===== config.mk =====
export PLATFORM = sky130hd
export DESIGN_NAME = ponte_somador_dr
export DESIGN_NICKNAME = d
export VERILOG_FILES = /design/src/rtl/ponte_pkg.sv /design/src/rtl/detetor_completude.sv /design/src/rtl/ponte_somador_dr.sv
export SDC_FILE = /design/constraint.sdc
export NUM_CORES = 1
export LEC_CHECK = 0
export CAP_MARGIN = 20
export CORE_MARGIN = 3
export CORE_UTILIZATION = 45
export DETAILED_ROUTE_END_ITERATION = 8
export GPL_TIMING_DRIVEN = 0
export PLACE_DENSITY = 0.69
export SETUP_SLACK_MARGIN = 0.2
export SYNTH_ARGS = -nofsm -noshare
export SYNTH_HDL_FRONTEND = slang
export SYNTH_HIERARCHICAL = 1
export SYNTH_SLANG_ARGS = --single-unit

===== constraint.sdc =====
create_clock -name clk -period 3.35 [get_ports clk]
set_clock_uncertainty 0.05 [all_clocks]
set_input_delay 0.5025 -clock clk [delete_from_list [all_inputs] [get_ports clk]]
set_output_delay 0.5025 -clock clk [all_outputs]
set_load 0.03 [all_outputs]

===== src/rtl/ponte_pkg.sv =====
// Shared definitions for the dual-rail adder bridge: dual-rail codes,
// FSM state type, default parameters and the binary-to-dual-rail encoders.
package ponte_pkg;

    // Dual-rail pair {x[2i+1], x[2i]}
    localparam logic [1:0] DR_NULL    = 2'b00;
    localparam logic [1:0] DR_ONE     = 2'b01;
    localparam logic [1:0] DR_ZERO    = 2'b10;
    localparam logic [1:0] DR_ILLEGAL = 2'b11;

    localparam int TIMEOUT_DEF = 255;
    localparam int SYNC_DEF    = 2;

    typedef enum logic [2:0] {
        IDLE,
        DATA,
        NULL_WAIT,
        RESULT,
        ERROR
    } state_t;

    function automatic logic [1:0] enc_bit(input logic b);
        return b ? DR_ONE : DR_ZERO;
    endfunction

    function automatic logic [7:0] enc_nib(input logic [3:0] x);
        logic [7:0] r;
        r = '0;
        for (int i = 0; i < 4; i++)
            r[2*i +: 2] = enc_bit(x[i]);
        return r;
    endfunction

endpackage


===== src/rtl/detetor_completude.sv =====
// Synchronizes the 10 dual-rail result wires and flags completion.
// Ports: clk, rst_n; raw (async adder wires); sinc (synchronized copy);
// all_data / all_null (stable over two samples); illegal (any pair 11).
module detetor_completude
    import ponte_pkg::*;
#(
    parameter int SYNC_STAGES = SYNC_DEF
) (
    input  logic       clk,
    input  logic       rst_n,
    input  logic [9:0] raw,
    output logic [9:0] sinc,
    output logic       all_data,
    output logic       all_null,
    output logic       illegal
);

    logic [9:0] chain [SYNC_STAGES];
    logic [9:0] prev;
    logic       any_null;
    logic       any_ill;

    always_ff @(posedge clk or negedge rst_n) begin
        if (!rst_n) begin
            for (int i = 0; i < SYNC_STAGES; i++)
                chain[i] <= '0;
            prev <= '0;
        end else begin
            chain[0] <= raw;
            for (int i = 1; i < SYNC_STAGES; i++)
                chain[i] <= chain[i-1];
            prev <= chain[SYNC_STAGES-1];
        end
    end

    assign sinc = chain[SYNC_STAGES-1];

    always_comb begin
        any_null = 1'b0;
        any_ill  = 1'b0;
        for (int i = 0; i < 5; i++) begin
            if (sinc[2*i +: 2] == DR_NULL)
                any_null = 1'b1;
            if (sinc[2*i +: 2] == DR_ILLEGAL)
                any_ill = 1'b1;
        end
    end

    // Two identical consecutive samples guard against skewed wires
    // still settling through the synchronizer.
    assign all_data = !any_null && !any_ill && (sinc == prev);
    assign all_null = (sinc == '0) && (prev == '0);
    assign illegal  = any_ill;

endmodule


===== src/rtl/ponte_somador_dr.sv =====
// Bridge between a binary valid/ready stream and a 4-bit dual-rail adder.
// Ports: in_* operand handshake; dr_a/dr_b/dr_cin drive the adder;
// dr_s/dr_cout async results; out_* result handshake; err sticky fault.
module ponte_somador_dr
    import ponte_pkg::*;
#(
    parameter int TIMEOUT     = TIMEOUT_DEF,
    parameter int SYNC_STAGES = SYNC_DEF
) (
    input  logic       clk,
    input  logic       rst_n,
    input  logic       in_valid,
    output logic       in_ready,
    input  logic [3:0] in_a,
    input  logic [3:0] in_b,
    input  logic       in_cin,
    output logic [7:0] dr_a,
    output logic [7:0] dr_b,
    output logic [1:0] dr_cin,
    input  logic [7:0] dr_s,
    input  logic [1:0] dr_cout,
    output logic       out_valid,
    input  logic       out_ready,
    output logic [3:0] out_sum,
    output logic       out_cout,
    output logic       err
);

    localparam int CW = $clog2(TIMEOUT + 2);
    localparam logic [CW-1:0] TMAX = CW'(TIMEOUT);

    state_t      state;
    logic [3:0]  op_a;
    logic [3:0]  op_b;
    logic        op_cin;
    logic [CW-1:0] cnt;
    logic [9:0]  sinc;
    logic        all_data;
    logic        all_null;
    logic        illegal;
    logic [3:0]  dec_sum;
    logic        dec_cout;

    detetor_completude #(
        .SYNC_STAGES(SYNC_STAGES)
    ) u_det (
        .clk     (clk),
        .rst_n   (rst_n),
        .raw     ({dr_cout, dr_s}),
        .sinc    (sinc),
        .all_data(all_data),
        .all_null(all_null),
        .illegal (illegal)
    );

    always_comb begin
        dec_sum = '0;
        for (int i = 0; i < 4; i++)
            dec_sum[i] = (sinc[2*i +: 2] == DR_ONE);
        dec_cout = (sinc[9:8] == DR_ONE);
    end

    always_ff @(posedge clk or negedge rst_n) begin
        if (!rst_n) begin
            state     <= IDLE;
            in_ready  <= 1'b0;
            op_a      <= '0;
            op_b      <= '0;
            op_cin    <= 1'b0;
            cnt       <= '0;
            dr_a      <= '0;
            dr_b      <= '0;
            dr_cin    <= '0;
            out_valid <= 1'b0;
            out_sum   <= '0;
            out_cout  <= 1'b0;
            err       <= 1'b0;
        end else begin
            unique case (state)
                IDLE: begin
                    dr_a   <= '0;
                    dr_b   <= '0;
                    dr_cin <= '0;
                    if (in_valid && in_ready) begin
                        op_a     <= in_a;
                        op_b     <= in_b;
                        op_cin   <= in_cin;
                        cnt      <= '0;
                        in_ready <= 1'b0;
                        state    <= DATA;
                    end else begin
                        in_ready <= 1'b1;
                    end
                end
                DATA: begin
                    if (illegal || (!all_data && cnt == TMAX)) begin
                        state  <= ERROR;
                        err    <= 1'b1;
                        dr_a   <= '0;
                        dr_b   <= '0;
                        dr_cin <= '0;
                    end else if (all_data) begin
                        out_sum  <= dec_sum;
                        out_cout <= dec_cout;
                        cnt      <= '0;
                        dr_a     <= '0;
                        dr_b     <= '0;
                        dr_cin   <= '0;
                        state    <= NULL_WAIT;
                    end else begin
                        cnt    <= cnt + CW'(1);
                        dr_a   <= enc_nib(op_a);
                        dr_b   <= enc_nib(op_b);
                        dr_cin <= enc_bit(op_cin);
                    end
                end
                NULL_WAIT: begin
                    if (illegal || (!all_null && cnt == TMAX)) begin
                        state <= ERROR;
                        err   <= 1'b1;
                    end else if (all_null) begin
                        out_valid <= 1'b1;
                        state     <= RESULT;
                    end else begin
                        cnt <= cnt + CW'(1);
                    end
                end
                RESULT: begin
                    if (out_ready) begin
                        out_valid <= 1'b0;
                        in_ready  <= 1'b1;
                        state     <= IDLE;
                    end
                end
                ERROR: begin
                    err       <= 1'b1;
                    in_ready  <= 1'b0;
                    out_valid <= 1'b0;
                    dr_a      <= '0;
                    dr_b      <= '0;
                    dr_cin    <= '0;
                end
                default: begin
                    state <= ERROR;
                    err   <= 1'b1;
                end
            endcase
        end
    end

endmodule


==> impl_results.md <==
- Status: complete, no violations
- Peak Freq: 343 MHz
- Htree depth: 3
- Slew Viols, Final: 0
- Worst Path Required: 3.53 ns
- Dominant synthesized flop cell: dfrtp_1
- Clock root buffer: clkbuf_8
- Vias per cell: 5.31
- Synth warn: 6
- RSZ-0062 raised after global routing: false
- Die ar.: 0.00790 sq mm
- Worst path top cell family by delay: compound AO/OA/AOI/OAI gates
- CP max FO: 10
- Post-Synth XOR/XNOR Area: 0.0142
- Vias in the first global route: 2053
- Metal2 WL: 2780 um
- CTS sink cnt: 77
- Chip Height: 88.9 um
- Initial DRC count: 210
- M1 WL: 2910 um
- Post-route ant nets: 0
- Rows: 29
- EDFF count, synth: 0
- Core area: 0.00649 sq mm
- Netlist cell types: 45
- Crit path largest cell delay: 0.46 ns
- Initial Utilization: 0.476
- Max cap viols: 0
- Final core occ: 0.606
- Final setup fails: 0
- Fill count: 529
- R2R depth: 9
- Area contributors post-synth: dfrtp_1, mux2_2, o21ai_0
- Portion of netlist area occupied by mux cells: 0.0437
- Wirelength, routed: 6100 um
- Post-synthesis simple-gate area fraction: 0.126
- Worst-path cell chain: a222oi_1 > nand4_1 > or4_1 > a2111oi_4 > nor2_1 > nand3_4 > o41ai_4 > a211oi_2 > mux2_1
- Synth Area in Compound Gates: 0.144
- Largest family of logic cells by synthesized area: compound AO/OA/AOI/OAI gates
- Startpoint Class: flip-flop
- Asr flop ratio synth: 1.00
- CP Buf/Inv Count: 0
- Hold Path Class: reg2reg
- Tcrit/Tclk final: 0.871
- Drt pass-1 iters: 5
- Post-synth top area cell: dfrtp_1
- Netlist Area Pre-Place: 0.00309 sq mm
- Io pins: 49
- Largest net degree at the start of global routing: 58
- Area grow syn2layout: 27.5%
- Final instance area: 0.00394 sq mm
- Longest Clk Path Bufs: 2
- Initial antenna violation count: 0
- Synth Area in Adders: 0.00810
- Worst setup EP type: flip-flop
- GP Congestion: 0.892
- Wire length on met3: 306 um
- Layout cells sized above 1: 0.162
- Top routing layer in use: met4
- Max-slew headroom: 0.641
- Final #Nets: 347
- TritonCTS clock tree: built
- Most frequent cells in the layout: dfrtp_1, clkdlybuf4s50_1, o21ai_0
- Multi-input gate area in the final layout: 0.00106 sq mm
- Worst EP arrival: 3.10 ns
- Worst hold path depth: 0
- Final min period: 2.92 ns
- Kind of critical path: reg2reg
- Storage cell area: 0.00193 sq mm
- Clk_lat worst skew: 0.34 ns
- First-pass GRT wire length: 9970 um
- Syn Nets: 283
- Leak: 1.71 nW
- Commonest non-fill, non-tap cell in the layout: dfrtp_1
- Tot GR Track Use: 0.167
- Slowest CP cell: or4_1
- Count of state elements after synthesis: 77
- Top cell type's share of synthesized area: 0.624
- Sequential element share of the synthesized area: 0.624
- Reg clk slew, reported paths: 0.08 ns
- Port Buf Inserts: 48
- ANT cells: 0
- Avg Cell Area, Syn: 12.0 sq um
- Remaining DRCs: 0
- Slew @ Worst Pin: 0.537 ns
- Total number of vias: 2144
- Setup TNS: 0 ns
- R2r setup slk: 0.43 ns
- Post-DP HPWL: 4170 um
- Placed cell areas: 0.00369 sq mm
- Grt total ovfl: 0
- Total CTS buffers: 9
- Hold Fails Final Rpt: 0
- Routed WL per cell: 15.1 um
- Number of cells on the critical path: 9
- VDD IR max: 391 uV
- Cells after Synth: 258
- Die X: 88.9 um
- Pwr per Cell Area: 585 mW/mm^2
==> worst paths after layout <==
kind / startpoint / end
setup / recovery: u_det/sinc[4] / state[0]
hold / removal: u_det/chain[16] / u_det/sinc[6]
setup reg to reg: u_det/sinc[4] / state[0]
hold reg to reg: u_det/chain[16] / u_det/sinc[6]
max in group asynchronous: rst_n / op_a[2]
min in group asynchronous: rst_n / cnt[8]
==> layer usage <==
layer	up-vias	track usage
li1	1043	-
met1	1030	0.241
met2	58	0.240
met3	13	0.0438
met4	0	0.0673
met5	-	0
==> logic make-up after synthesis <==
| logic type | count (synthesis) |
|---|---|
| compound gates | 63 |
| fa+ha+maj | 2 |
| mux | 12 |
| simple gates | 77 |
| buf+inv | 22 |
| flops | 77 |
| xor+xnor | 5 |
==> through the flow <==
stage               power (mW)  worst slack [ns]  hold slack [ns]  std cells
CTS                       2.32             0.267            0.304        401
global route              2.45             0.244            0.306        404
global placement          1.63            -0.858            0.283        383
floorplan                 1.48             0.624            0.157        258
finish                    2.30             0.434            0.302        404
detailed placement        1.65             0.271            0.285        384
==> cell usage after synthesis (2+ instances only) <==
| master | instances |
|---|---|
| dfrtp_1 | 77 |
| o21ai_0 | 24 |
| nand2_1 | 22 |
| nor2_1 | 16 |
| mux2_2 | 11 |
| a22o_1 | 10 |
| buf_4 | 10 |
| a21oi_1 | 9 |
| nand2b_1 | 8 |
| and3_1 | 7 |
| inv_1 | 6 |
| nand3_1 | 5 |
| nor2b_1 | 4 |
| nor4_1 | 4 |
| xnor2_1 | 4 |
| buf_2 | 3 |
| clkbuf_1 | 3 |
| a211oi_1 | 2 |
| a22oi_1 | 2 |
| a31oi_1 | 2 |
| ha_1 | 2 |
| nand4_1 | 2 |
| nor3b_1 | 2 |
| or2_2 | 2 |
==> power breakdown <==
part / internal (mW) / switching, mW / total (mW)
combinational: 0.219 / 0.259 / 0.478
sequential: 1.06 / 0.105 / 1.16
clock: 0.316 / 0.348 / 0.664
total: 1.59 / 0.711 / 2.30
==> registers in the layout (all words and copies together), names as in the netlist <==
register,cells
u_det/chain,10
op_cin,1
u_det/prev,10
dr_b,8
dr_a,8
cnt,9
op_a,4
out_cout,1
in_ready,1
u_det/sinc,10
op_b,4
state,3
out_valid,1
out_sum,4
dr_cin,2
err,1
==> repair_timing <==
| item | CTS | global route |
|---|---|---|
| hold buffers | 1 | 0 |
| setup endpoints to repair | 0 | 8 |
| endpoints found under the hold margin | 20 | 0 |
| resized for setup | 0 | 3 |
| buffers inserted | 0 | 3 |
==> cell type report <==
| class | instances | area share |
|---|---|---|
| repair buffers | 53 | 0.137 |
| plain buffers | 16 | 0.0257 |
| flip-flops and latches | 77 | 0.489 |
| inverters | 6 | 0.00572 |
| multi-input cells | 159 | 0.269 |
| clock inverters | 5 | 0.0108 |
| well taps | 77 | 0.0245 |
| clock buffers | 11 | 0.0384 |
==> worst register-to-register path, cell delays in order, from the launching register on <==
cell and delay (ns):
dfrtp_1 0.44, a222oi_1 0.42, nand4_1 0.15, or4_1 0.46, a2111oi_4 0.28, nor2_1 0.15, nand3_4 0.18, o41ai_4 0.16
a211oi_2 0.18, mux2_1 0.34
(Power assumes the default switching activity.)
